File: src/rtl/eros_clock_gate_ctrl.sv
// Per-channel clock gating controller: OFF/WAKE/RUN/IDLE/GATED FSM with idle
// auto-gating, and a low-transparent latch gate per channel.
module eros_clock_gate_ctrl #(
  parameter int unsigned NCH      = 4,
  parameter int unsigned IDLE_W   = 8,
  parameter int unsigned WAKE_CYC = 2
) (
  input  logic                  clk_i,
  input  logic                  rst_ni,
  input  logic                  test_en_i,
  input  logic [NCH-1:0]        sw_en_i,
  input  logic [NCH-1:0]        auto_en_i,
  input  logic [NCH-1:0]        busy_i,
  input  logic [NCH*IDLE_W-1:0] idle_thr_i,
  output logic [NCH-1:0]        clk_o,
  output logic [NCH-1:0]        ready_o,
  output logic [NCH-1:0]        gated_o,
  output logic                  all_gated_o
);

  typedef enum logic [2:0] {
    ST_OFF,
    ST_WAKE,
    ST_RUN,
    ST_IDLE,
    ST_GATED
  } state_t;

  localparam logic [7:0] WAKE_LAST = 8'(WAKE_CYC - 1);

  for (genvar c = 0; c < NCH; c++) begin : g_ch
    state_t            state_q, state_d;
    logic [7:0]        wcnt_q, wcnt_d;
    logic [IDLE_W-1:0] icnt_q, icnt_d;
    logic [IDLE_W-1:0] thr;
    logic              en_q, rdy_q, gtd_q, lat_q;

    assign thr = idle_thr_i[c*IDLE_W +: IDLE_W];

    always_comb begin
      state_d = state_q;
      wcnt_d  = wcnt_q;
      icnt_d  = icnt_q;
      if (!sw_en_i[c]) begin
        state_d = ST_OFF;
        wcnt_d  = '0;
        icnt_d  = '0;
      end else begin
        unique case (state_q)
          ST_OFF: begin
            state_d = ST_WAKE;
            wcnt_d  = '0;
          end
          ST_WAKE: begin
            if (wcnt_q == WAKE_LAST) state_d = ST_RUN;
            else                     wcnt_d  = wcnt_q + 8'd1;
          end
          ST_RUN: begin
            if (auto_en_i[c] && !busy_i[c]) begin
              state_d = ST_IDLE;
              icnt_d  = '0;
            end
          end
          ST_IDLE: begin
            // Compare before increment so the counter can never wrap.
            if (busy_i[c] || !auto_en_i[c]) begin
              state_d = ST_RUN;
              icnt_d  = '0;
            end else if (icnt_q == thr) begin
              state_d = ST_GATED;
            end else begin
              icnt_d = icnt_q + 1'b1;
            end
          end
          ST_GATED: begin
            if (busy_i[c] || !auto_en_i[c]) begin
              state_d = ST_WAKE;
              wcnt_d  = '0;
            end
          end
          default: state_d = ST_OFF;
        endcase
      end
    end

    // Enable and status flops are loaded from the next state so they track
    // the FSM with no extra cycle of lag and no input-to-output path.
    always_ff @(posedge clk_i or negedge rst_ni) begin
      if (!rst_ni) begin
        state_q <= ST_OFF;
        wcnt_q  <= '0;
        icnt_q  <= '0;
        en_q    <= 1'b0;
        rdy_q   <= 1'b0;
        gtd_q   <= 1'b1;
      end else begin
        state_q <= state_d;
        wcnt_q  <= wcnt_d;
        icnt_q  <= icnt_d;
        en_q    <= (state_d == ST_WAKE) || (state_d == ST_RUN) || (state_d == ST_IDLE);
        rdy_q   <= (state_d == ST_RUN) || (state_d == ST_IDLE);
        gtd_q   <= (state_d == ST_OFF) || (state_d == ST_GATED);
      end
    end

    always_latch begin
      if (!rst_ni)     lat_q <= 1'b0;
      else if (!clk_i) lat_q <= en_q | test_en_i;
    end

    assign clk_o[c]   = clk_i & (lat_q | (test_en_i & ~rst_ni));
    assign ready_o[c] = rdy_q;
    assign gated_o[c] = gtd_q;
  end

  assign all_gated_o = &gated_o;

endmodule

File: config.mk
export PLATFORM = sky130hd
export DESIGN_NAME = eros_clock_gate_ctrl
export DESIGN_NICKNAME = d
export VERILOG_FILES = /design/src/rtl/eros_clock_gate_ctrl.sv
export SDC_FILE = /design/constraint.sdc
export NUM_CORES = 1
export LEC_CHECK = 0
export CAP_MARGIN = 20
export CORE_AREA = 4 4 110 138
export DETAILED_ROUTE_END_ITERATION = 10
export DIE_AREA = 0 0 114 142
export PLACE_DENSITY = 0.61
export SETUP_SLACK_MARGIN = 0.02
export SYNTH_ARGS = -nofsm -noshare
export SYNTH_HDL_FRONTEND = slang
export SYNTH_SLANG_ARGS = --single-unit
export TNS_END_PERCENT = 1
File: constraint.sdc
create_clock -name clk_i -period 2.2 [get_ports clk_i]
set_input_delay 0.33 -clock clk_i [delete_from_list [all_inputs] [get_ports clk_i]]
set_output_delay 0.33 -clock clk_i [all_outputs]
set_load 0.02 [all_outputs]
==> results of run 1 <==
==> through the flow <==
step           hold WS, ps  instance area [µm²]
2_1_floorplan       -770.0                 5444
3_3_place_gp        -631.4                 6392
3_5_place_dp        -628.2                 6392
4_1_cts              427.9                 7106
5_1_grt              453.1                 7118
6_report             446.0                 7118
==> worst min-delay path, cell delays in order <==
cell           delay [ps]
buf_4                 130
dlygate4sd3_1         670
dlygate4sd3_1         670
==> cells in the mapped netlist (3+ instances only) <==
cell type	count
nor2_1	31
xor2_1	12
dlxtp_1	4
dfrtp_1	84
nand3b_1	5
nand4_1	15
a21o_1	5
clkbuf_1	14
nand3_1	31
o2111ai_1	4
o211ai_1	11
mux2i_1	4
o31ai_1	9
buf_4	8
nor4_1	7
nand2_1	51
o31a_1	4
o21ai_0	31
a21oi_1	27
a41o_1	4
a31oi_1	17
or4_1	9
a22o_1	4
a211oi_1	3
a31o_2	8
and2_1	9
nand2b_1	14
dfstp_2	4
or3_1	6
o22a_1	3
and3_1	14
ha_1	12
xnor2_1	26
nor2b_1	14
inv_1	29
o21a_1	12
o32ai_1	4
nor3_1	9
==> sequential cells by signal, summed over array words and instances (netlist names) <==
signal / cells
g_ch.icnt_q: 32
g_ch.gtd_q: 4
g_ch.en_q: 4
g_ch.state_q: 12
g_ch.rdy_q: 4
g_ch.lat_q: 4
g_ch.wcnt_q: 32
==> power groups by stage <==
stage          sequential (mW)  clock (mW)  combinational, mW
6_report                  1.80        3.15              0.617
5_1_grt                   1.81        3.33              0.692
4_1_cts                   1.80        3.23              0.623
3_5_place_dp              1.82       0.183              0.613
3_3_place_gp              1.82       0.183              0.600
2_1_floorplan             1.78       0.105              0.377
==> worst max path at each step <==
stage | startpoint | end | slack (ps) | cells after the start
after floorplan | g_ch[0].lat_q$_DLATCH_P_ | clk_o[0] | 260 | 1
after global placement | g_ch[2].lat_q$_DLATCH_P_ | clk_o[2] | -220 | 2
after detailed placement | g_ch[2].lat_q$_DLATCH_P_ | clk_o[2] | -230 | 2
after CTS | g_ch[0].lat_q$_DLATCH_P_ | clk_o[0] | -450 | 2
after global routing | g_ch[0].lat_q$_DLATCH_P_ | clk_o[0] | -480 | 2
final | g_ch[0].lat_q$_DLATCH_P_ | clk_o[0] | -440 | 2
==> cells by family after synthesis <==
kind of cell,Yosys count,synth area share [%]
AO/OA/AOI/OAI,166,21.40
multiplexers,6,1.149
adder cells (fa/ha/maj),12,2.758
flip-flops,88,40.54
latches,4,1.103
XOR/XNOR,38,6.114
AND/OR/NAND/NOR,229,22.64
buffers and inverters,54,4.298
==> area by class of cell <==
type / instances / area [µm²] / area share, %
Tap cell: 175 / 219.0 / 3.076
Clock buffer: 31 / 644.4 / 9.053
Sequential cell: 92 / 2267 / 31.85
Clock inverter: 3 / 90.09 / 1.266
Inverter: 30 / 112.6 / 1.582
Multi-Input combinational cell: 451 / 2943 / 41.34
Timing Repair Buffer: 92 / 842.1 / 11.83
==> metal layers <==
layer | GRT usage, % | vias to the layer above
met4 | 8.193 | 0
met5 | 0.6061 | -
met2 | 29.33 | 111
li1 | - | 2392
met3 | 4.509 | 21
met1 | 21.40 | 2376
==> timing repair <==
action | CTS | global route
hold endpoints to repair | 28 | 0
hold buffers | 2 | 0
gates resized for setup | 25 | 4
pin swaps | 4 | 0
setup endpoints to repair | 5 | 66
==> metrics.md, run 1 <==
| Metric | Value |
|---|---|
| Initial core utilization | 39.41% |
| Routed len/inst | 15.44 µm |
| Switch share | 24.10% |
| Chip height | 142 µm |
| Cell Pwr Density | 782.2 nW/µm² |
| Worst setup SP type | latch |
| Failing checks | setup timing |
| Metal-1 WL | 6076 µm |
| Family with the most delay on the worst path | latches |
| Post-synth EDFFs | 0 |
| Crit Path Class | latch -> out |
| Max-Cap Viols | 0 |
| Gr usage total | 17.66% |
| Largest area contributor in the synthesized netlist | dfrtp_1 |
| RSZ-0062 raised after global routing | yes |
| Placer Congestion | 0.7905 |
| Static Leak | 3.036 nW |
| CTS tree | built |
| Pre-Repair DR Iteration Count | 5 |
| IO Pins | 60 |
| Min setup slack post-route | -439.4 ps |
| First-pass GRT wire length | 23,150 µm |
| Worst-case reg-to-reg path depth | 5 |
| Synth Flop Type | dfrtp_1 |
| Reg-to-reg slack, setup | 120 ps |
| Share of cells above drive strength 1 | 13.30% |
| Worst Path Max Fanout | 1 |
| CP bufs+invs | 1 |
| # port buffers | 59 |
| CP endpoint kind | output port |
| Clk_skew | 34.74 ps |
| Mapped Area | 5444 µm² |
| Syn Inst Count | 597 |
| Synth unique cells | 68 |
| Core Area | 13,810 µm² |
| Slew headroom | 55.78% |
| Setup bufs post-CTS | 0 |
| Post-route setup TNS | -1723 ps |
| Num rows | 48 |
| Worst endpoint required time | 1870 ps |
| Slowest Stage Delay on Critical Path | 270 ps |
| Detail Placement HPWL | 9720 µm |
| Antenna violations before repair | 0 |
| # setup viols final | 4 |
| Met2 wire len | 6666 µm |
| Syn_area_per_cell | 9.119 µm² |
| Hold Crit Class | in -> gate |
| Max VDD drop | 0.8941 mV |
| Clock share of power | 56.6% |
| Pin count of the biggest net entering global routing | 62 |
| Yosys top cell area share | 38.61% |
| Via-to-Cell Ratio | 5.606 |
| CP max stage cell | dlxtp_1 |
| Fillers | 1,311 |
| Final Instance Count excl. Fillers | 874 |
| R2r endpoint | g_ch[3].state_q[0]$_DFF_PN0_ |
| Total Wirelength | 13,500 µm |
| Pre-CTS setup slack | -227.7 ps |
| Die X | 114 µm |
| Via Count | 4,900 |
| Comb power frac | 11.1% |
| Asr flop ratio synth | 95.65% |
| Reg-to-Reg Start | g_ch[3].state_q[0]$_DFF_PN0_ |
| Pins Over Slew Limit | 0 |
| DRC | 0 |
| Commonest cells after routing, fill and taps aside | 84 x dfrtp_1, 53 x clkdlybuf4s50_1, 51 x nand2_1 |
| Crit path cell chain | o21a_1, buf_6 |
| Final design utilization | 51.53% |
| Ant. Diodes | 0 |
| Hold path depth | 3 |
| Synth warnings | 0 |
| Max Used Layer | met4 |
| Die area | 16,190 µm² |
| Placed instance count | 842 |
| Hold Vio Cnt, Final | 0 |
| Arrival time at the worst endpoint | 2310 ps |
| NetSw | 1.342 mW |
| Vias in the first global route | 4,998 |
| Routed Antenna Nets | 0 |
| Worst-path clk slew | 30 ps |
| Clock Latency Late Sink | 590 ps |
| Syn Nets | 656 |
| Worst-Margin Slew | 658.9 ps |
| Internal | 4.226 mW |
| Outcome | finished, violations left |
| Min-delay src | rst_ni |
| Register share of total power | 32.3% |
| Leading cell type in the layout, fill and taps excluded | dfrtp_1 |
| Wire length on met3 | 529 µm |
| Area Growth Syn to Fin | 30.75% |
| Grt ovf | 0 |
| Fin nets | 752 |
| DRT iter0 DRCs | 304 |
| Synth top area cells | dfrtp_1 39%, xnor2_1 4.2%, nand2_1 3.5% |
| Power Total | 5.568 mW |
| Post-synthesis sequential element count | 92 |
No activity file was read; power rests on OpenSTA's default activity.
==> run 2, diff against run 1 <==
- CORE_AREA: 4 4 110 138 -> 3 3 109 137
- DIE_AREA: 0 0 114 142 -> 0 0 112 140
- PLACE_DENSITY: 0.61 -> 0.63
- SETUP_SLACK_MARGIN: 0.02 -> 0.1
- clock period: 2.2 -> 2.4 ns (I/O delays scaled with it)
==> run 2 against run 1 <==
The run ends with hold timing, setup timing left. Sequential power is 8% lower. Clock power shrank 2%. Worst setup slack better by 73 ps. Total power is 5.2% lower. Utilization grew 0.098 points. Non-clock buffer count shrank 13. Via count down 0.35%. Register-to-register slack better by 280 ps. Final cell count shrank 0.92%. Hold slack lost 1400 ps. Highest routed layer unchanged.
==> metrics.md, run 2 (same netlist as run 1, synthesis figures left out) <==
| Metric | Value |
|---|---|
| Grt ovf | 0 |
| DRT iter0 DRCs | 246 |
| Crit Path Class | latch -> out |
| Footprint of the multi-input gates | 2943 µm² |
| Worst endpoint required time | 2040 ps |
| Power Total | 5.279 mW |
| Cell Pwr Density | 743.5 nW/µm² |
| Gr usage total | 18.30% |
| Vias in the first global route | 4,919 |
| Hold Vio Cnt, Final | 10 |
| First-pass GRT wire length | 23,060 µm |
| Slew headroom | 62.12% |
| R2r endpoint | g_ch[3].state_q[0]$_DFF_PN0_ |
| DRC | 0 |
| Area Growth Syn to Fin | 30.43% |
| Worst-path clk slew | 30 ps |
| Initial core utilization | 39.58% |
| Core Area | 13,750 µm² |
| Reg-to-Reg Start | g_ch[3].state_q[0]$_DFF_PN0_ |
| Arrival time at the worst endpoint | 2410 ps |
| Clock Latency Late Sink | 590 ps |
| IO Pins | 60 |
| Worst-Margin Slew | 566.5 ps |
| Chip height | 140 µm |
| CP endpoint kind | output port |
| Min setup slack post-route | -366.0 ps |
| Static Leak | 3.014 nW |
| Pins Over Slew Limit | 0 |
| Outcome | finished, violations left |
| Fillers | 1,230 |
| Failing checks | hold timing, setup timing |
| Pin count of the biggest net entering global routing | 80 |
| Clk_skew | 22.61 ps |
| Routed Antenna Nets | 0 |
| Detail Placement HPWL | 9374 µm |
| Antenna violations before repair | 0 |
| # port buffers | 59 |
| Via Count | 4,883 |
| CTS tree | built |
| Final design utilization | 51.63% |
| Share of cells above drive strength 1 | 12.59% |
| Hold Crit Class | in -> gate |
| Die X | 112 µm |
| Reg area | 2267 µm² |
| Worst setup SP type | latch |
| Critical path startpoint | g_ch[3].lat_q$_DLATCH_P_ |
| Leading cell type in the layout, fill and taps excluded | dfrtp_1 |
| Num rows | 48 |
| Total Wirelength | 13,450 µm |
| # setup viols final | 4 |
| Die area | 15,680 µm² |
| Commonest cells after routing, fill and taps aside | 84 x dfrtp_1, 53 x clkdlybuf4s50_1, 51 x nand2_1 |
| Worst hold slack | -908.7 ps |
| Worst-case reg-to-reg path depth | 5 |
| Post-route setup TNS | -1454 ps |
| Pre-Repair DR Iteration Count | 4 |
| Via-to-Cell Ratio | 5.639 |
| RSZ-0062 raised after global routing | yes |
| Reg-to-reg slack, setup | 400 ps |
| Ant. Diodes | 0 |
| Critical path endpoint | clk_o[3] |
| Max VDD drop | 0.9455 mV |
| Routed len/inst | 15.53 µm |
| Max-Cap Viols | 0 |
| Placer Congestion | 0.8478 |
| Worst Path Max Fanout | 1 |
| Final Instance Count excl. Fillers | 866 |
| Fin nets | 744 |
| Placed instance count | 829 |
| Biggest regs | g_ch.icnt_q x32, g_ch.wcnt_q x32, g_ch.state_q x12 |
| Pre-CTS setup slack | -143.6 ps |
run 2: cell count changes in the layout (fill, tap and decap cells not counted), moves of 2 or more:
cell and delta:
bufinv_16 -2, clkbuf_8 -3, buf_4 -12, clkbuf_16 +5, clkinvlp_4 +2
run 2: final cells by class:
type | instances | share of cell area, %
well taps | 175 | 3.084
flip-flops and latches | 92 | 31.93
multi-input cells | 451 | 41.44
clock inverters | 7 | 1.198
inverters | 30 | 1.586
clock buffers | 32 | 10.20
repair buffers | 79 | 10.56
run 2: repair_timing:
| action | CTS | global route |
|---|---|---|
| hold endpoints to repair | 10 | 15 |
| resized for setup | 25 | 0 |
| setup buffers | 0 | 0 |
| setup endpoints to repair | 5 | 4 |
| pin swaps | 4 | 0 |
run 2: worst max-delay path: stages, from the launching register on:
cell	delay, ps
dlxtp_1	270
o21a_1	190
buf_6	130
run 2: how the worst min path moves through the flow:
stage          startpoint  depth (start not counted)  slack [ps]    endpoint
2_1_floorplan      rst_ni                          0        -840  clock gate
3_3_place_gp       rst_ni                          1        -650  clock gate
3_5_place_dp       rst_ni                          1        -650  clock gate
4_1_cts            rst_ni                          1        -910  clock gate
5_1_grt            rst_ni                          1        -910  clock gate
6_report           rst_ni                          1        -910  clock gate
run 2: metrics by stage:
stage | area [µm²] | hold slack [ps]
detailed placement | 6295 | -645.7
finish | 7101 | -908.7
global route | 7101 | -905.4
CTS | 7063 | -908.1
floorplan | 5444 | -840.0
global placement | 6295 | -646.7
run 2: power breakdown:
part	switching, mW	leakage (nW)	internal, mW	total, mW
logic	0.292	1.38	0.259	0.551
registers	0.0812	1.22	1.57	1.65
clock network	0.938	0.412	2.14	3.08
run 2: metal layers:
layer  up-vias  global-route usage [%]  share of wire (%)
met5         -                       0                  0
met4         0                   10.63                2.0
met3        25                   6.137                4.3
met2       118                   28.71                 50
met1      2355                   21.91                 44
li1       2385                       -                  -
==> run 3, diff against run 2 <==
- PLACE_DENSITY: 0.63 -> 0.61
- clock period: 2.4 -> 3.1 ns (I/O delays scaled with it)
==> run 3 against run 2 <==
The run ends with setup timing left. Worst setup slack better by 160 ps. Critical endpoint unchanged. First-iteration DRC count decreased by 13%. Highest routed layer unchanged. Via count down 0.98%. Clock power is 22% lower. Utilization decreased by 0.87 points. Die area unchanged. Flip-flop and latch count unchanged. Total power is 23% lower. Global-route usage shrank 0.54 points. Register-to-register slack better by 390 ps. Final cell count fell by 1.7%. Critical path depth unchanged.
==> metrics.md, run 3 (same netlist as run 1, synthesis figures left out) <==
| Metric | Value |
|---|---|
| Outcome | finished, violations left |
| Failing checks | setup timing |
| Family with the most delay on the worst path | latches |
| DRT iter0 DRCs | 213 |
| Share of cells above drive strength 1 | 10.50% |
| Pins Over Slew Limit | 0 |
| Core Area | 13,750 µm² |
| Worst Path Max Fanout | 1 |
| Vias in the first global route | 4,923 |
| Min setup slack post-route | -205.7 ps |
| Hold Vio Cnt, Final | 0 |
| Worst endpoint required time | 2630 ps |
| Worst-path clk slew | 60 ps |
| Post-route setup TNS | -620.4 ps |
| Static Leak | 2.937 nW |
| # port buffers | 59 |
| First-pass GRT wire length | 22,380 µm |
| Initial core utilization | 39.58% |
| Chip height | 140 µm |
| CP max stage cell | dlxtp_1 |
| Arrival time at the worst endpoint | 2840 ps |
| Placer Congestion | 0.8307 |
| Worst setup SP type | latch |
| Num rows | 48 |
| Crit path cell chain | o21a_1, buf_6 |
| Grt ovf | 0 |
| CP endpoint kind | output port |
| Pre-Repair DR Iteration Count | 4 |
| Cell Pwr Density | 584.5 nW/µm² |
| Area Growth Syn to Fin | 28.22% |
| Via-to-Cell Ratio | 5.682 |
| Clock Latency Late Sink | 600 ps |
| Ant. Diodes | 0 |
| Slowest Stage Delay on Critical Path | 340 ps |
| Die X | 112 µm |
| Detail Placement HPWL | 9074 µm |
| Routed Antenna Nets | 0 |
| Placed instance count | 814 |
| Power Total | 4.080 mW |
| IO Pins | 60 |
| Antenna violations before repair | 0 |
| Fillers | 1,266 |
| # setup viols final | 4 |
| Fin nets | 729 |
| Leading cell type in the layout, fill and taps excluded | dfrtp_1 |
| CP bufs+invs | 1 |
| CTS tree | built |
| Hold Crit Class | in -> async |
| Final Instance Count excl. Fillers | 851 |
| RSZ-0062 raised after global routing | yes |
| Routed len/inst | 15.21 µm |
| Pin count of the biggest net entering global routing | 68 |
| Max VDD drop | 0.2985 mV |
| Crit Path Class | latch -> out |
| Slew headroom | 42.64% |
| Clk_skew | 40.87 ps |
| Max-Cap Viols | 0 |
| DRC | 0 |
| Commonest cells after routing, fill and taps aside | 84 x dfrtp_1, 54 x clkdlybuf4s50_1, 51 x nand2_1 |
| Total Wirelength | 12,950 µm |
| Gr usage total | 17.77% |
| Setup bufs post-CTS | 0 |
| Via Count | 4,835 |
| Worst-Margin Slew | 860.4 ps |
| Die area | 15,680 µm² |
| Biggest regs | g_ch.icnt_q x32, g_ch.wcnt_q x32, g_ch.state_q x12 |
## run 3: cell count changes in the layout (fill, tap and decap cells not counted)
cell             delta
buf_4              -15
clkbuf_8            +5
buf_16              -1
bufinv_16           -1
clkdlybuf4s50_1     +1
clkinv_2            -1
clkinv_4            -1
clkinvlp_4          -1
dlygate4sd2_1       -1
dlygate4sd3_1       +1
inv_6               -1
## run 3: path summary, 6_finish.rpt
| kind | startpoint | slack, ps | end | cells after the start |
|---|---|---|---|---|
| min in group gated | rst_ni | 630 | clock gate | 4 |
| min in group clk_i | g_ch[3].wcnt_q[7]$_DFFE_PN0P_ | 480 | g_ch[3].wcnt_q[7]$_DFFE_PN0P_ | 1 |
| setup reg to reg | g_ch[0].wcnt_q[1]$_DFFE_PN0P_ | 790 | g_ch[0].wcnt_q[7]$_DFFE_PN0P_ | 7 |
| max in group asynchronous | rst_ni | 1530 | g_ch[3].icnt_q[2]$_DFFE_PN0P_ | 3 |
| max in group gated | rst_ni | 540 | clock gate | 4 |
| hold / removal | rst_ni | 410 | g_ch[2].icnt_q[3]$_DFFE_PN0P_ | 2 |
| setup / recovery | g_ch[3].lat_q$_DLATCH_P_ | -210 | clk_o[3] | 2 |
| hold reg to reg | g_ch[3].wcnt_q[7]$_DFFE_PN0P_ | 480 | g_ch[3].wcnt_q[7]$_DFFE_PN0P_ | 1 |
## run 3: where the power goes
group | switching [mW] | total (mW) | internal [mW]
clock network | 0.718 | 2.40 | 1.68
logic | 0.218 | 0.404 | 0.186
registers | 0.0604 | 1.28 | 1.22
total | 0.996 | 4.08 | 3.08
## run 3: worst register-to-register path, delay by kind of cell (launching register included)
kind,cells,cell delay [ps]
simple gates,2,1070
buf+inv,1,70
fa+ha+maj,1,150
compound gates,3,530
flops,1,410
## run 3: repair_timing
item                                    4_1_cts  5_1_grt
gates cloned                                  0        0
gates resized for setup                      24        0
endpoints found under the setup margin        4        4
hold endpoints to repair                     21        0
pin swaps                                     3        0
hold buffers                                  2        0
## run 3: metal layers
metal	share of wire (%)	GRT usage [%]	up-vias
met3	5.5	7.217	25
li1	-	-	2347
met4	2.2	11.08	0
met5	0	0	-
met1	44	20.41	2348
met2	49	27.54	115
## run 3: final cells by class
cell class | instances | area (µm²) | area share, %
Inverter | 30 | 112.6 | 1.613
Timing Repair Buffer | 64 | 620.6 | 8.890
Clock inverter | 2 | 25.02 | 0.3585
Tap cell | 175 | 219.0 | 3.137
Multi-Input combinational cell | 451 | 2943 | 42.16
Sequential cell | 92 | 2267 | 32.48
Clock buffer | 37 | 793.3 | 11.36
## run 3: per-stage QoR
stage / hold slack [ps] / utilization, % / setup slack [ps] / cell area [µm²]
after floorplan: -1085 / - / 575.0 / 5444
after global placement: -356.6 / 44.95 / 102.6 / 6182
after detailed placement: -347.1 / 44.95 / 90.62 / 6182
after CTS: 415.4 / 50.76 / -215.4 / 6980
after global routing: 426.6 / 50.76 / -253.9 / 6980
final: 406.2 / 50.76 / -205.7 / 6980
